## config.mk

```make
export PLATFORM = sky130hd
export DESIGN_NAME = corescore_collector
export DESIGN_NICKNAME = d
export VERILOG_FILES = /design/src/rtl/corescore_uart_pkg.sv /design/src/rtl/corescore_stream_fifo.sv /design/src/rtl/corescore_collector.sv
export SDC_FILE = /design/constraint.sdc
export NUM_CORES = 1
export LEC_CHECK = 0
export BUFFER_PORTS_ARGS = -buffer_cell sky130_fd_sc_hd__clkbuf_2
export CAP_MARGIN = 20
export CELL_PAD_IN_SITES_DETAIL_PLACEMENT = 0
export CELL_PAD_IN_SITES_GLOBAL_PLACEMENT = 1
export CORE_MARGIN = 2
export CORE_UTILIZATION = 25
export DETAILED_ROUTE_END_ITERATION = 7
export PLACE_DENSITY = 0.58
export SLEW_MARGIN = 0
export SYNTH_ARGS = -nofsm -noshare
export SYNTH_HDL_FRONTEND = slang
export SYNTH_SLANG_ARGS = --single-unit
```

## constraint.sdc

```tcl
create_clock -name i_clk -period 2.72 [get_ports i_clk]
set_input_delay 0.408 -clock i_clk [delete_from_list [all_inputs] [get_ports i_clk]]
set_output_delay 0.408 -clock i_clk [all_outputs]
set_load 0.03 [all_outputs]
```

## src/rtl/corescore_uart_pkg.sv

```systemverilog
// corescore_uart_pkg: shared UART state encodings, framing constants and bit-period helper
package corescore_uart_pkg;

    typedef enum logic [2:0] {ST_ARM, ST_IDLE, ST_START, ST_DATA, ST_STOP} uart_state_e;

    localparam int UART_DATA_BITS = 8;
    localparam logic [7:0] DEFAULT_EOL_CHAR = 8'h0A;

    function automatic int calc_div(input int clk_hz, input int baud);
        return clk_hz / baud;
    endfunction

endpackage

```

## src/rtl/corescore_stream_fifo.sv

```systemverilog
// corescore_stream_fifo: first-word-fall-through FIFO with full-FIFO push accepted when a pop coincides
module corescore_stream_fifo #(
    parameter int DATA_W = 9,
    parameter int DEPTH  = 4
) (
    input  logic              i_clk,
    input  logic              i_rst_n,
    input  logic              i_push,
    input  logic [DATA_W-1:0] i_data,
    output logic              o_full,
    input  logic              i_pop,
    output logic [DATA_W-1:0] o_data,
    output logic              o_empty
);
    localparam int AW = $clog2(DEPTH);

    logic [DATA_W-1:0] mem_q [DEPTH];
    logic [AW-1:0]     wr_q, rd_q;
    logic [AW:0]       cnt_q;
    logic              do_push, do_pop;

    assign o_empty = cnt_q == '0;
    assign o_full  = cnt_q == (AW+1)'(DEPTH);
    assign do_pop  = i_pop && !o_empty;
    assign do_push = i_push && (!o_full || do_pop);
    assign o_data  = mem_q[rd_q];

    always_ff @(posedge i_clk or negedge i_rst_n)
        if (!i_rst_n) begin
            mem_q <= '{default: '0};
            wr_q  <= '0;
            rd_q  <= '0;
            cnt_q <= '0;
        end else begin
            if (do_push) begin
                mem_q[wr_q] <= i_data;
                wr_q        <= wr_q + 1'b1;
            end
            if (do_pop) rd_q <= rd_q + 1'b1;
            cnt_q <= cnt_q + {{AW{1'b0}}, do_push} - {{AW{1'b0}}, do_pop};
        end

endmodule

```

## src/rtl/corescore_collector.sv

```systemverilog
// corescore_collector: 8N1 UART receiver presenting each byte as an AXI4-Stream beat, tlast on EOL
module corescore_collector
    import corescore_uart_pkg::*;
#(
    parameter int         CLK_FREQ_HZ = 16_000_000,
    parameter int         BAUD_RATE   = 57_600,
    parameter int         FIFO_DEPTH  = 4,
    parameter logic [7:0] EOL_CHAR    = DEFAULT_EOL_CHAR
) (
    input  logic       i_clk,
    input  logic       i_rst_n,
    input  logic       i_uart_rx,
    output logic [7:0] o_tdata,
    output logic       o_tlast,
    output logic       o_tvalid,
    input  logic       i_tready,
    output logic       o_frame_err,
    output logic       o_overrun
);
    localparam int DIV = calc_div(CLK_FREQ_HZ, BAUD_RATE);
    localparam int DW  = $clog2(DIV + 1);
    localparam logic [DW-1:0] DIV_END = DW'(DIV - 1);
    localparam logic [DW-1:0] DIV_MID = DW'(DIV / 2 - 1);

    if (DIV < 4 || FIFO_DEPTH < 2 || (FIFO_DEPTH & (FIFO_DEPTH - 1)) != 0) begin : g_param_check
        $error("corescore_collector: DIV must be >= 4 and FIFO_DEPTH a power of 2 >= 2");
    end

    uart_state_e state_q;
    logic [1:0]    sync_q;
    logic [DW-1:0] div_q;
    logic [2:0]    bit_q;
    logic [7:0]    shift_q;
    logic          frame_err_q, overrun_q;
    logic          rxs, div_end, push, full, empty;
    logic [8:0]    head;

    assign rxs         = sync_q[1];
    assign div_end     = div_q == DIV_END;
    assign push        = state_q == ST_STOP && div_end && rxs;
    assign o_tvalid    = !empty;
    assign {o_tlast, o_tdata} = head;
    assign o_frame_err = frame_err_q;
    assign o_overrun   = overrun_q;

    // The stop bit's second half is not waited out so the next start edge is caught at once.
    always_ff @(posedge i_clk or negedge i_rst_n)
        if (!i_rst_n) begin
            state_q     <= ST_ARM;
            sync_q      <= 2'b11;
            div_q       <= '0;
            bit_q       <= '0;
            shift_q     <= '0;
            frame_err_q <= 1'b0;
            overrun_q   <= 1'b0;
        end else begin
            sync_q      <= {sync_q[0], i_uart_rx};
            frame_err_q <= 1'b0;
            overrun_q   <= push && full && !i_tready;
            div_q       <= div_q + 1'b1;
            case (state_q)
                ST_ARM:
                    if (!rxs) div_q <= '0;
                    else if (div_end) begin
                        div_q   <= '0;
                        state_q <= ST_IDLE;
                    end
                ST_IDLE: begin
                    div_q <= '0;
                    if (!rxs) state_q <= ST_START;
                end
                ST_START:
                    if (div_q == DIV_MID) begin
                        div_q   <= '0;
                        bit_q   <= '0;
                        state_q <= rxs ? ST_IDLE : ST_DATA;
                    end
                ST_DATA:
                    if (div_end) begin
                        div_q   <= '0;
                        shift_q <= {rxs, shift_q[7:1]};
                        bit_q   <= bit_q + 1'b1;
                        if (bit_q == 3'(UART_DATA_BITS - 1)) state_q <= ST_STOP;
                    end
                ST_STOP:
                    if (div_end) begin
                        div_q       <= '0;
                        frame_err_q <= !rxs;
                        state_q     <= rxs ? ST_IDLE : ST_ARM;
                    end
                default: state_q <= ST_ARM;
            endcase
        end

    corescore_stream_fifo #(.DATA_W(9), .DEPTH(FIFO_DEPTH)) u_fifo (
        .i_clk   (i_clk),
        .i_rst_n (i_rst_n),
        .i_push  (push),
        .i_data  ({shift_q == EOL_CHAR, shift_q}),
        .o_full  (full),
        .i_pop   (i_tready),
        .o_data  (head),
        .o_empty (empty)
    );

endmodule

```

* Word-level counts from Yosys, hierarchy flattened
Index checks and enable logic that the tools add are counted.
Operators by class: $add $sub $neg 6, order comparisons 3, equal/unequal tests 16, mux-type cells 25, bitwise logic cells 2, reductions and logical operators 19
Operator list (number):
- $mux 9 | 6
- $bwmux 36 | 1
- $pmux 9 s4 | 1
- $mux 3 | 9
- $bmux 9 s2 | 1
- $demux 9 s2 | 1
- $pmux 3 s5 | 1
- $ne 2x2->1 const B | 7
- $add 9x1->9 const B | 1
- $eq 3x3->1 const B | 3
- $eq 9x8->1 const B | 1
- $eq 9x9->1 const B | 1
- $eq 8x4->1 const B | 1
- $logic_and 1x1->1 | 7
- $reduce_and 7->1 | 1
- $eq 3x2->1 const B | 2
- $ge 3x3->1 const B | 2
- $logic_not 3->1 | 2
- $not 2->3 | 2
- $pmux 3 s2 | 1
- $add 2x1->2 const B | 2
- $logic_not 1->1 | 4
- $add 3x1->3 | 1
- $add 3x1->3 const B | 1
- 10 further kinds | 12
Word-level totals: register bits after elaboration 70, input bits 4, output and inout port bits 12, word-level logic and storage cells 85

* Longest topological paths before layout
Gate-level depths: netlist of the first run.
word-level depth 7, depth in mapped cells 10, mapped depth without buffers 9

* Cells and area by module
Synthesis of the first run repeated with hierarchy kept, for this count alone.
Second synthesis, totals: cell total of the unflattened synthesis 241, area, all modules 3385.7 um^2
By module, submodules not included:
- corescore_stream_fifo | times used 1, cells an instance 121, area an instance 1955.6 um^2, seq. area each 1076.0 um^2
- corescore_collector | times used 1, cells an instance 120, area an instance 1430.1 um^2, seq. area each 678.2 um^2

* Least setup slack after synthesis of the first run
Ideal clock, no wire load.
path type reg-to-reg, start register div_q[0], end register u_fifo.cnt_q[2], library setup time 0.125 ns, arrival time 2.518 ns, required time 2.595 ns, path slack 0.077 ns, cell stages (with the launch flop) 11, path buffers 1, clock period less this slack 2.643 ns, cell sequence dfrtp_1 -> inv_1 -> ha_1 -> or4b_1 -> clkbuf_1 -> nor4_4 -> ha_1 -> inv_1 -> fa_1 -> xnor2_1 -> xnor2_1
Between the ends: longest elaborated chain between the ends 6
RTL lines:
- start: declaration | line corescore_collector.sv:31 | logic [DW-1:0] div_q;
- start signal: assignment | line corescore_collector.sv:60 | div_q <= div_q + 1'b1;
- $eq 9x9->1 | line corescore_collector.sv:39 | assign div_end = div_q == DIV_END;
- $logic_and 1x1->1 (2 in series) | line corescore_collector.sv:40 | assign push = state_q == ST_STOP && div_end && rxs;
- $logic_and 1x1->1 | line corescore_stream_fifo.sv:25 | assign do_push = i_push && (!o_full || do_pop);
- net u_fifo.do_push | line corescore_stream_fifo.sv:20 | logic do_push, do_pop;
- $add 3x1->3 | line corescore_stream_fifo.sv:40 | cnt_q <= cnt_q + {{AW{1'b0}}, do_push} - {{AW{1'b0}}, do_pop};
- $sub 3x1->3 | line corescore_stream_fifo.sv:40
- end signal: assignment | line corescore_stream_fifo.sv:40
- end: declaration | line corescore_stream_fifo.sv:19 | logic [AW:0] cnt_q;
The timed path passes the listed nets, and every way through them passes these cells. A chain may end at the register's enable or synchronous reset.

* Worst setup path after layout of the first run
Same ends and word-level chain as after synthesis.

==> results of run 1 <==
per-layer routing:
layer,vias to the layer above,global-route usage (%)
met5,-,0
met4,0,3.61
met3,9,3.49
met2,21,14.8
met1,968,11.7
li1,887,-
sequential cells by signal, indices dropped and copies added (netlist names):
signal	flops
o_overrun	1
u_fifo.wr_q	2
u_fifo.mem_q	36
sync_q	2
u_fifo.rd_q	2
u_fifo.cnt_q	3
div_q	9
state_q	3
bit_q	3
shift_q	8
o_frame_err	1
cell usage after synthesis (4+ instances only):
master    number
dfrtp_1       68
mux2_2        43
nand2_2        4
nor3_1         4
xor2_1         4
xnor2_1       10
nor2_1        13
clkbuf_1       4
ha_1          11
mux4_2         9
inv_1         11
nand2_1        8
cell type report:
cell class	instances	area share (%)
well taps	172	5.58
clock buffers	9	5.84
flip-flops and latches	70	45.5
inverters	11	1.07
multi-input cells	145	36.5
clock inverters	6	2.27
repair buffers	20	3.24
power groups by stage:
stage / clock network [mW] / registers, mW / logic, mW
6_report: 1.24 / 1.16 / 0.282
3_5_place_dp: 0 / 1.18 / 0.295
3_3_place_gp: 0 / 1.18 / 0.290
2_1_floorplan: 0 / 1.14 / 0.241
4_1_cts: 1.28 / 1.16 / 0.292
5_1_grt: 1.32 / 1.17 / 0.327
layout by cell type, fill, tap and decap left out, types with 2 or more instances in the layout:
master / synthesis / final
mux4_2: 9 / 9
nand2_1: 8 / 8
nand3_1: 3 / 3
nor3_1: 4 / 4
buf_4: 0 / 4
nor3b_1: 2 / 2
o21ai_0: 2 / 2
clkinv_4: 0 / 2
xor2_1: 4 / 4
a22o_1: 2 / 2
mux2_1: 2 / 2
clkinv_2: 0 / 2
dfstp_2: 2 / 2
o41ai_1: 2 / 2
inv_1: 11 / 11
xnor2_1: 10 / 10
dfrtp_1: 68 / 68
ha_1: 11 / 11
bufinv_16: 0 / 2
o221ai_1: 2 / 2
mux2_2: 43 / 43
clkbuf_16: 0 / 9
clkbuf_2: 0 / 14
or4bb_1: 2 / 2
nor2_1: 13 / 13
nand2_2: 4 / 4
nor2b_1: 2 / 2
stage by stage:
step | worst slack, ns | hold WS (ns)
after floorplan | 0.0772 | 0.112
after global placement | 0.273 | 0.346
after detailed placement | 0.212 | 0.351
after CTS | 0.216 | 0.103
after global routing | 0.0421 | 0.125
final | 0.242 | 0.0918
worst min path at each step:
stage	start	to	slack, ns	cells after the start
2_1_floorplan	i_rst_n	bit_q[0]	0.11	0
3_3_place_gp	sync_q[0]	sync_q[1]	0.35	0
3_5_place_dp	sync_q[0]	sync_q[1]	0.35	0
4_1_cts	i_rst_n	u_fifo.mem_q[33]	0.10	2
5_1_grt	i_rst_n	u_fifo.mem_q[15]	0.12	2
6_report	i_rst_n	u_fifo.mem_q[33]	0.09	2
logic make-up (layout without fill, tap and decap cells):
family	Yosys count	count (layout)	share of synthesized area (%)
buffers and inverters	18	46	2.13
adder cells (fa/ha/maj)	12	12	4.88
AND/OR/NAND/NOR	51	51	9.45
AO/OA/AOI/OAI	13	13	3.18
flip-flops	70	70	54.3
multiplexers	55	55	22.3
XOR/XNOR	14	14	3.80
worst register-to-register path: stages (launching register included):
cell     delay [ns]
dfrtp_1        0.43
inv_1          0.08
ha_1           0.13
or4b_1         0.59
nor4_4         0.28
ha_1           0.18
inv_1          0.05
fa_1           0.37
xnor2_1        0.18
xnor2_1        0.13
==> out/metrics.cfg, run 1 <==
[run_status]
status = completed

[synth]
synth_area_per_cell_um2 = 13.9
synth_edf_count = 0
synth_area_leaders = dfrtp_1 53%, mux2_2 15%, mux4_2 6.3%
synth_cells = 233
synth-seq-cells = 70
synth.distinct_cells = 44
synth_top_area_cell = dfrtp_1
synthArstFlopShare_pct = 100
synth_fp_nets = 249
synth_top_area_share_pct = 52.7
synth_seq_area_share_pct = 54.3
ys.flop_type = dfrtp_1
syn-cell-area_um2 = 3230
yosysWarnings = 0

[timing]
worstMarginPinSlew_ns = 0.547
rsz0062_at_grt = false
finalHoldViolations = 0
fin_crit_sh_pct = 91.1
setup_viol = 0
clock.fmax_ghz = 0.404
finClkSkew_ns = 0.00748
period_minus_slack_ns = 2.48
fin_setup_tns_ns = 0
slew_headroom_pct = 63.5
drv_slew = 0

[grt]
grt_use_total_pct = 9.36
grt_pass1_vias = 1929
grt_start_max_net_pins = 71
grt_overflow = 0
antenna_found_initial = 0
grt_first_pass_wirelength_um = 9980

[clocking]
clock_path_buffers = 2
clk_pin_slew_ns = 0.06
root_buffer = clkbuf_16
cts_hold_buf = 0
clock_latency_ns = 0.33
cts_buffers = 9
clock-sinks = 70
h-tree-depth = 3
cts_tree = built
cts_resized = 0
postCtsSetupBuffers = 0

[cells_and_area]
final_util_pct = 30.6
antenna_cells = 0
nNetsFinal = 273
multi_input_area_um2 = 1410
fin_area_um2 = 3860
fin_cells = 433
n_fill_cell = 1304
syn2layout_area_growth_pct = 19.4
seq_area_um2 = 1750
drive_gt1_share_pct = 36.8

[power]
pwr-share-seq_pct = 43.4
pwr-share-comb_pct = 10.5
p_per_area_nw_per_um2 = 695
irDropWorstVdd_mv = 0.244
switching_share_pct = 24.3
total_power_mw = 2.68
p_leak_nw = 1.81
switching_power_mw = 0.653
clockPowerShare_pct = 46.1
p_int_mw = 2.03

[route]
met2_length_um = 2810
antenna_left = 0
top_layer_used = met4
drt_first_pass_iters = 4
vias = 1885
drt-total-wl_um = 5910
dr_wl_met3_um = 208
routed_via_density = 4.35
drc = 0
wl_met1_um = 2800
post_drt_wl_per_cell_um = 13.7
drtIter0Drc = 43

[worst_setup_path]
slowest_delay_ns = 0.59
cpMaxStageDelayCell = or4b_1
r2r-start = div_q[0]
r2r-end = u_fifo.cnt_q[2]
crit_fanout = 6
path_buf_inv = 2
crit_family = simple AND/OR/NAND/NOR gates
required_ns = 2.98
critPathCaptureType = register
worst-setup-path-type = register to register
crit_end = u_fifo.cnt_q[2]
r2r_setup_slack_ns = 0.24
start_kind = register
worstPathArrival_ns = 2.74
cp.depth = 9
critPathLaunch = div_q[0]
path_cells = inv_1 -> ha_1 -> or4b_1 -> nor4_4 -> ha_1 -> inv_1 -> fa_1 -> xnor2_1 -> xnor2_1
ff2ff_path_depth = 9

[placement]
dpl.hpwl_um = 3750
placed_cells = 418
port_buffers = 15
dpl_cell_area_um2 = 3540
place.gp.congestion = 0.696

[floorplanning]
die_w_um = 118
die_h_um = 118
initial_core_util_pct = 25.6
dieArea_um2 = 13800
rows = 41
core_area_um2 = 12600
ios = 16

[job]
cap_violations = 0

[worst_hold_path]
min_path_type = input pin to async pin

No activity file was read; power rests on OpenSTA's default activity.
==> inputs of run 2 (changes only) <==
--- a/config.mk
+++ b/config.mk
@@ -5,11 +5,10 @@
 export SDC_FILE = /design/constraint.sdc
 export NUM_CORES = 1
 export LEC_CHECK = 0
-export BUFFER_PORTS_ARGS = -buffer_cell sky130_fd_sc_hd__clkbuf_2
+export BUFFER_PORTS_ARGS = -buffer_cell sky130_fd_sc_hd__buf_4
 export CAP_MARGIN = 20
 export CELL_PAD_IN_SITES_DETAIL_PLACEMENT = 0
 export CELL_PAD_IN_SITES_GLOBAL_PLACEMENT = 1
-export CORE_MARGIN = 2
 export CORE_UTILIZATION = 25
 export DETAILED_ROUTE_END_ITERATION = 7
 export PLACE_DENSITY = 0.58
==> out/metrics.cfg, run 2 (synthesis results as in run 1) <==
[run_status]
status = completed

[cells_and_area]
largest_register_ffs = 36
reg_top3 = u_fifo.mem_q (36), div_q (9), shift_q (8)
syn2layout_area_growth_pct = 18.8
drive_gt1_share_pct = 36.4
top_register = u_fifo.mem_q
n_fill_cell = 1288
final_common_cell = dfrtp_1
final_cell_mix = 68 x dfrtp_1, 43 x mux2_2, 19 x buf_4
nNetsFinal = 272
antenna_cells = 0

[route]
drtIter0Drc = 74
drt_first_pass_iters = 4
vias = 1878
routed_via_density = 4.34
antenna_left = 0
drc = 0
drt-total-wl_um = 5840
post_drt_wl_per_cell_um = 13.5

[power]
p_per_area_nw_per_um2 = 658
irDropWorstVdd_mv = 0.268
p_leak_nw = 1.79

[timing]
fin_crit_sh_pct = 91.9
drv_slew = 0
worstMarginPinSlew_ns = 0.882
period_minus_slack_ns = 2.50
finClkSkew_ns = 0.00624
fin_setup_tns_ns = 0
setup_viol = 0
slew_headroom_pct = 41.2
whs_ns = 0.186
rsz0062_at_grt = false
clock.fmax_ghz = 0.400
finalHoldViolations = 0

[clocking]
clock_path_buffers = 2
cts_hold_buf = 0
h-tree-depth = 3
cts_resized = 0
root_buffer = clkbuf_16
clk_pin_slew_ns = 0.05
postCtsSetupBuffers = 0
cts_buffers = 9
clock-sinks = 70
cts_tree = built
clock_latency_ns = 0.33

[floorplanning]
die_h_um = 116
initial_core_util_pct = 25.6
ios = 16
die_w_um = 116
dieArea_um2 = 13400
rows = 41
core_area_um2 = 12600

[worst_setup_path]
r2r-end = u_fifo.cnt_q[2]
required_ns = 2.97
critPathCaptureType = register
crit_fanout = 6
critPathLaunch = div_q[0]
r2r_setup_slack_ns = 0.22
worstPathArrival_ns = 2.75
ff2ff_path_depth = 9
r2r-start = div_q[0]
start_kind = register
worst-setup-path-type = register to register

[worst_hold_path]
min_path_type = input pin to register
whs_endpoint = sync_q[0]
min_from = i_uart_rx
hold_depth = 1

[grt]
grt_start_max_net_pins = 71
grt_pass1_vias = 2004
grt_first_pass_wirelength_um = 10100
grt_use_total_pct = 10.1
grt_overflow = 0
antenna_found_initial = 0

[job]
cap_violations = 0

[placement]
port_buffers = 15
place.gp.congestion = 0.751
dpl.hpwl_um = 3790

==> run 2: changes by cell type in the layout (fill, tap and decap cells not counted), sizes merged <==
cell / previous run / this run
clkinv: 4 / 2
bufinv: 2 / 0
clkinvlp: 0 / 2
buf: 6 / 19
clkbuf: 23 / 11
inv: 11 / 12
==> run 2: power by group <==
part | total, mW | leakage [nW] | switching (mW) | internal [mW]
Sequential | 1.19 | 0.957 | 0.0983 | 1.09
Clock | 1.07 | 0.132 | 0.434 | 0.641
Combinational | 0.262 | 0.704 | 0.118 | 0.144
==> run 2: how the worst max path moves through the flow <==
stage,to,slack [ns]
global route,u_fifo.cnt_q[2],0.06
detailed placement,u_fifo.cnt_q[2],0.21
finish,u_fifo.cnt_q[2],0.22
CTS,u_fifo.cnt_q[2],0.22
global placement,u_fifo.cnt_q[2],0.27
floorplan,u_fifo.cnt_q[2],0.08
==> run 2: area by class of cell <==
class | count | area (µm²) | area share [%]
multi-input combinational | 145 | 1410 | 36.7
tap | 172 | 215 | 5.61
inverter | 11 | 41.3 | 1.08
clock buffer | 11 | 243 | 6.33
sequential | 70 | 1750 | 45.7
clock inverter | 5 | 33.8 | 0.880
timing repair buffer | 19 | 143 | 3.72
==> run 2: through the flow <==
step	setup WS, ns	cell area, µm²	instances	utilization, %	power (mW)
after floorplan	0.0772	3230	233	-	1.38
after global placement	0.266	3560	417	28.2	1.48
after global routing	0.0609	3840	433	30.4	2.65
after detailed placement	0.208	3560	417	28.2	1.48
final	0.220	3840	433	30.4	2.52
after CTS	0.216	3840	433	30.4	2.57
==> run 2: metal layers <==
metal  track usage (%)  wire length, µm  part of all wire (%)  vias up
li1                  -                -                     -      882
met1              12.3             2710                    46      964
met2              16.1             2810                    48       27
met3              4.29              243                   4.2        5
met4              3.33               78                   1.3        0
met5                 0                0                     0        -
==> run 2: worst max-delay path: stages, from the launching register on <==
cell,delay [ns]
dfrtp_1,0.43
inv_1,0.08
ha_1,0.13
or4b_1,0.57
nor4_4,0.29
ha_1,0.20
inv_1,0.05
fa_1,0.37
xnor2_1,0.18
xnor2_1,0.14
